## src/rtl/mem_arb_pkg.sv

```systemverilog
// rtl/mem_arb_pkg.sv - shared types and constants for the data-memory port arbiter
package mem_arb_pkg;

  // Which requester won the most recent grant
  typedef enum logic {
    LAST_I = 1'b0,
    LAST_D = 1'b1
  } last_win_e;

  // Byte-to-word shift: memory words are 4 bytes
  localparam int WORD_LSB = 2;

  // Byte-offset bits that must be zero for a word-aligned access
  localparam logic [WORD_LSB-1:0] ALIGN_MASK = 2'b11;

  // True when the byte offset selects the first byte of a word
  function automatic logic is_aligned(input logic [WORD_LSB-1:0] byte_off);
    return (byte_off & ALIGN_MASK) == '0;
  endfunction

endpackage

```

## src/rtl/mem_arb_rr.sv

```systemverilog
// rtl/mem_arb_rr.sv - two-input grant selector; policy chosen by MEM_ARB_ROUND_ROBIN_EN
module mem_arb_rr
  import mem_arb_pkg::*;
(
  input  logic      en,
  input  logic      i_req,
  input  logic      d_req,
  input  last_win_e last_win,
  output logic      i_gnt,
  output logic      d_gnt
);

`ifdef MEM_ARB_ROUND_ROBIN_EN
  // On conflict the requester that did not win last time is served
  always_comb begin
    i_gnt = 1'b0;
    d_gnt = 1'b0;
    if (en) begin
      if (i_req && d_req) begin
        i_gnt = (last_win == LAST_D);
        d_gnt = (last_win == LAST_I);
      end else begin
        i_gnt = i_req;
        d_gnt = d_req;
      end
    end
  end
`else
  // Load/store always beats fetch; history is irrelevant to selection here
  logic unused_last_win;
  assign unused_last_win = (last_win == LAST_D);

  // Fixed priority: load/store first, fetch only when load/store is idle
  always_comb begin
    i_gnt = 1'b0;
    d_gnt = 1'b0;
    if (en) begin
      d_gnt = d_req;
      i_gnt = i_req && !d_req;
    end
  end
`endif

endmodule

```

## src/rtl/mem_port_arbiter.sv

```systemverilog
// rtl/mem_port_arbiter.sv - shares the data memory RW port between fetch and load/store (MEM_ARB_ROUND_ROBIN_EN selects round-robin)
module mem_port_arbiter
  import mem_arb_pkg::*;
#(
  parameter int ADDR_W     = 32,
  parameter int MEM_ADDR_W = 30,
  parameter int DATA_W     = 32
) (
  input  logic                  clk,
  input  logic                  reset_n,
  input  logic                  i_req,
  input  logic [ADDR_W-1:0]     i_addr,
  output logic                  i_gnt,
  output logic                  i_rvalid,
  output logic [DATA_W-1:0]     i_rdata,
  output logic                  i_err,
  input  logic                  d_req,
  input  logic                  d_we,
  input  logic [ADDR_W-1:0]     d_addr,
  input  logic [DATA_W-1:0]     d_wdata,
  output logic                  d_gnt,
  output logic                  d_rvalid,
  output logic [DATA_W-1:0]     d_rdata,
  output logic                  d_err,
  output logic [MEM_ADDR_W-1:0] mem_addr,
  output logic                  mem_we,
  output logic [DATA_W-1:0]     mem_wdata,
  input  logic [DATA_W-1:0]     mem_rdata
);

  last_win_e last_win;
  last_win_e last_win_nxt;
  logic      i_aligned;
  logic      d_aligned;

  assign i_aligned = is_aligned(i_addr[WORD_LSB-1:0]);
  assign d_aligned = is_aligned(d_addr[WORD_LSB-1:0]);

  // Grants are forced low while reset is held so nothing reaches memory
  mem_arb_rr u_arb (
    .en       (reset_n),
    .i_req    (i_req),
    .d_req    (d_req),
    .last_win (last_win),
    .i_gnt    (i_gnt),
    .d_gnt    (d_gnt)
  );

  // Arbitration history register; load/store counts as last winner out of reset
  always_ff @(posedge clk or negedge reset_n) begin
    if (!reset_n) begin
      last_win <= LAST_D;
    end else begin
      last_win <= last_win_nxt;
    end
  end

  // History follows the winner of each grant and holds when nobody is granted
  always_comb begin
    last_win_nxt = last_win;
    if (d_gnt) begin
      last_win_nxt = LAST_D;
    end else if (i_gnt) begin
      last_win_nxt = LAST_I;
    end
  end

  // Memory port mux; when idle the address tracks the previous winner's channel
  always_comb begin
    mem_wdata = d_wdata;
    mem_we    = d_gnt && d_we && d_aligned;
    if (d_gnt) begin
      mem_addr = d_addr[ADDR_W-1:WORD_LSB];
    end else if (i_gnt) begin
      mem_addr = i_addr[ADDR_W-1:WORD_LSB];
    end else if (last_win == LAST_D) begin
      mem_addr = d_addr[ADDR_W-1:WORD_LSB];
    end else begin
      mem_addr = i_addr[ADDR_W-1:WORD_LSB];
    end
  end

  // Fetch response: one rvalid pulse per grant, data/err held between grants
  always_ff @(posedge clk or negedge reset_n) begin
    if (!reset_n) begin
      i_rvalid <= 1'b0;
      i_rdata  <= '0;
      i_err    <= 1'b0;
    end else begin
      i_rvalid <= i_gnt;
      if (i_gnt) begin
        i_err   <= !i_aligned;
        i_rdata <= i_aligned ? mem_rdata : '0;
      end
    end
  end

  // Load/store response: stores and misaligned accesses return zero data
  always_ff @(posedge clk or negedge reset_n) begin
    if (!reset_n) begin
      d_rvalid <= 1'b0;
      d_rdata  <= '0;
      d_err    <= 1'b0;
    end else begin
      d_rvalid <= d_gnt;
      if (d_gnt) begin
        d_err   <= !d_aligned;
        d_rdata <= (d_aligned && !d_we) ? mem_rdata : '0;
      end
    end
  end

endmodule

```

## config.mk

```make
export PLATFORM = sky130hd
export DESIGN_NAME = mem_port_arbiter
export DESIGN_NICKNAME = d
export VERILOG_FILES = /design/src/rtl/mem_arb_pkg.sv /design/src/rtl/mem_arb_rr.sv /design/src/rtl/mem_port_arbiter.sv
export SDC_FILE = /design/constraint.sdc
export NUM_CORES = 1
export LEC_CHECK = 0
export CORE_AREA = 3 3 103 105
export CTS_BUF_LIST = sky130_fd_sc_hd__clkbuf_4 sky130_fd_sc_hd__clkbuf_8
export DETAILED_ROUTE_END_ITERATION = 10
export DIE_AREA = 0 0 106 108
export PLACE_DENSITY = 0.83
export SETUP_SLACK_MARGIN = 0.15
export SLEW_MARGIN = 20
export SYNTH_ARGS = -nofsm -noshare
export SYNTH_HDL_FRONTEND = slang
export SYNTH_HIERARCHICAL = 1
export SYNTH_SLANG_ARGS = --single-unit
export TNS_END_PERCENT = 10
```

## constraint.sdc

```tcl
create_clock -name clk -period 5.3 [get_ports clk]
set_clock_uncertainty 0.2 [all_clocks]
set_input_delay 1.06 -clock clk [delete_from_list [all_inputs] [get_ports clk]]
set_output_delay 1.06 -clock clk [all_outputs]
set_load 0.01 [all_outputs]
```

==> results.py <==
metrics = {
    "sta": {
        "rsz0062_at_grt": "no",
        "fin_crit_ns": 4.39,
        "hold_violations": 0,
        "fin_hold_ws_ns": 0.324,
        "setup_viol": 0,
        "fin_crit_sh_pct": 82.8,
        "fmax_mhz": 228,
        "slew_headroom_pct": 42.7,
        "setup_ws_ns": 0.911,
        "tns_ns": 0,
        "finalMaxSlewViolations": 0,
        "worst_slew_pin_slew_ns": 0.860,
    },
    "yosys": {
        "synth-edff-count": 0,
        "synthFlopType": "dfrtp_1",
        "yosys-top-cells-area": "dfrtp_1 (49%), mux2_2 (9.7%), buf_4 (7.1%)",
        "async_flop_share_pct": 100,
        "synthDistinctLibCells": 21,
        "syn_inst": 361,
        "synth_seq_cells": 69,
        "synth_area_per_cell_sq_um": 9.69,
        "ys_top_cells_by_count": "dfrtp_1 (68), inv_1 (66), buf_4 (33)",
        "ys_seq_area_share_pct": 49.4,
        "yosysMostFrequentCell": "dfrtp_1",
        "ys_warn_count": 6,
        "syn_nets": 494,
        "netlist_area_sq_mm": 0.00350,
        "yosysTopAreaCellShare_pct": 48.7,
        "yosysTopAreaCell": "dfrtp_1",
    },
    "floorplan": {
        "initial_utilization_pct": 35.9,
        "die_y_um": 108,
        "io_pins": 266,
        "die_area_sq_mm": 0.0114,
        "rows": 36,
        "dieWidth_um": 106,
        "core_area_sq_mm": 0.00973,
    },
    "pwr": {
        "p_leak_nw": 2.22,
        "vdd.ir_drop.worst_v": 0.000109,
        "power_density_mw_per_mm2": 260,
    },
    "worst_hold_path": {
        "hold_path.class": "reg2reg",
    },
    "clock_tree": {
        "tritoncts": "done",
        "holdBufCountCts": 0,
        "post_cts_resize_count": 0,
        "ctsHtreeMaxLevel": 3,
        "cts_max_path_buffers": 2,
        "clock-root-buffer": "clkbuf_8",
        "cts_setup_buffers": 0,
        "cts_buffers": 9,
        "cts.sink_count": 69,
        "clk_pin_slew_worst_paths_ns": 0.08,
        "insertion_delay_ns": 0.34,
    },
    "grt": {
        "grt_max_degree": 70,
        "antenna_found_initial": 1,
        "grt_util_all_layers_pct": 18.4,
        "grt_pass1_vias": 3262,
        "grt_pass1_wl_mm": 16.5,
        "grt_overflow": 0,
    },
    "worst_setup_path": {
        "path_common_cell": "clkdlybuf4s50_1",
        "cpMaxStageDelayCell": "clkdlybuf4s50_1",
        "cpLargestDelayFamily": "buffers and inverters",
        "cp_cell_sequence": "clkdlybuf4s50_1 > and3b_2 > inv_1 > a21oi_4 > buf_4 > mux2_2 > clkdlybuf4s50_1",
        "cp_data_required_time_ns": 4.04,
        "setup.worst_path.start_class": "primary input",
        "cpPeakStageDelay_ns": 0.49,
        "path_buf_inv": 4,
        "worstSetupEndpointType": "output pin",
        "worstPathArrival_ns": 3.13,
        "crit_fanout": 31,
        "path_class": "in2out",
    },
    "place": {
        "numPortBuffers": 201,
        "dpl_worst_slack_ns": 0.890,
        "placed_cells": 644,
        "dp_hpwl_mm": 7.72,
        "gp_congestion": 0.787,
    },
    "detailed_routing": {
        "vias": 3101,
        "drt-met1-wl_mm": 4.05,
        "top_layer": "met4",
        "route.met3.wl_um": 913,
        "wl_per_cell_um": 15.8,
        "drt-total-wl_mm": 10.5,
        "routed-wl-met2_mm": 5.33,
        "dr.first_iter.drc_count": 142,
        "ant_nets": 0,
        "drc": 0,
        "dr.pass1.iters": 4,
        "drt-vias-per-instance": 4.70,
    },
    "job": {
        "maxCapViolations": 0,
    },
    "run_status": {
        "status": "completed",
    },
    "cells_and_area": {
        "final_cells": 660,
        "nNetsFinal": 655,
        "nFillCells": 844,
        "antenna_cells": 0,
        "area_growth_pct": 58.3,
        "layout-drive-gt1-share_pct": 13.1,
    },
}
## metal layers
layer	GRT usage (%)	vias to the layer above
met3	5.61	14
met2	31.5	168
met5	0	-
met1	21.6	1458
li1	-	1461
met4	7.49	0
## worst paths after layout
path / start / to / slack, ns / cells after the start
min in group asynchronous: reset_n / i_rdata[18] / 0.75 / 2
max in group asynchronous: reset_n / d_rdata[2] / 3.58 / 2
max reg2reg: last_win / last_win / 4.12 / 3
max: d_req / mem_addr[29] / 0.91 / 7
min reg2reg: i_rdata[27] / i_rdata[27] / 0.32 / 2
min: i_rdata[27] / i_rdata[27] / 0.32 / 2
## cell type report
cell class	count	area, sq um	share of cell area, %
clock buffer	10	131	2.37
clock inverter	6	86.3	1.56
inverter	66	248	4.48
multi-input combinational	169	1120	20.3
sequential	69	1730	31.2
tap	133	166	3.01
timing repair buffer	207	2050	37.1
## metrics by stage
stage	util, %	area [sq um]	total power, W
floorplan	-	3500	0.000763
global placement	54.7	5320	0.000966
detailed placement	54.7	5320	0.000975
CTS	56.9	5540	0.00146
global route	56.9	5540	0.00151
finish	56.9	5540	0.00144
## report_power, final
part / internal [W] / leakage, nW / switching, W
Combinational: 0.000223 / 1.18 / 0.000148
Sequential: 0.000567 / 0.927 / 0.0000224
Clock: 0.000270 / 0.110 / 0.000207
## registers in the layout, indices dropped and copies added (netlist names)
name and cells:
d_rvalid 1, d_err 1, i_rvalid 1, i_rdata 32, last_win 1, i_err 1
d_rdata 32
## layout by cell type (no fill, tap or decap)
cell type	instances
nand3_1	32
o21ai_0	32
bufinv_16	2
o22ai_2	11
o22ai_1	21
a21oi_4	1
a21oi_1	2
and3b_2	1
nand2_1	32
clkdlybuf4s50_1	200
dfstp_2	1
inv_6	1
clkinvlp_4	1
nor2_1	3
buf_4	7
dfrtp_1	68
and3_1	1
clkbuf_8	9
or3_1	1
mux2_2	30
nor2_2	1
clkbuf_4	1
inv_1	66
and2_2	1
clkinv_2	2
## logic make-up (layout without fill, tap and decap cells)
family / count (synthesis) / count (layout) / synth area share (%)
AND/OR/NAND/NOR: 72 / 72 / 9.27
flip-flops: 69 / 69 / 49.4
multiplexers: 30 / 30 / 9.66
AO/OA/AOI/OAI: 67 / 67 / 13.0
buffers and inverters: 123 / 289 / 18.6
## tightest hold or removal path, cell delays in order, from the launching register on
cell and delay (ns):
dfrtp_1 0.38, inv_1 0.05, o21ai_0 0.06
Note: power is estimated with default switching activity, not from simulation.
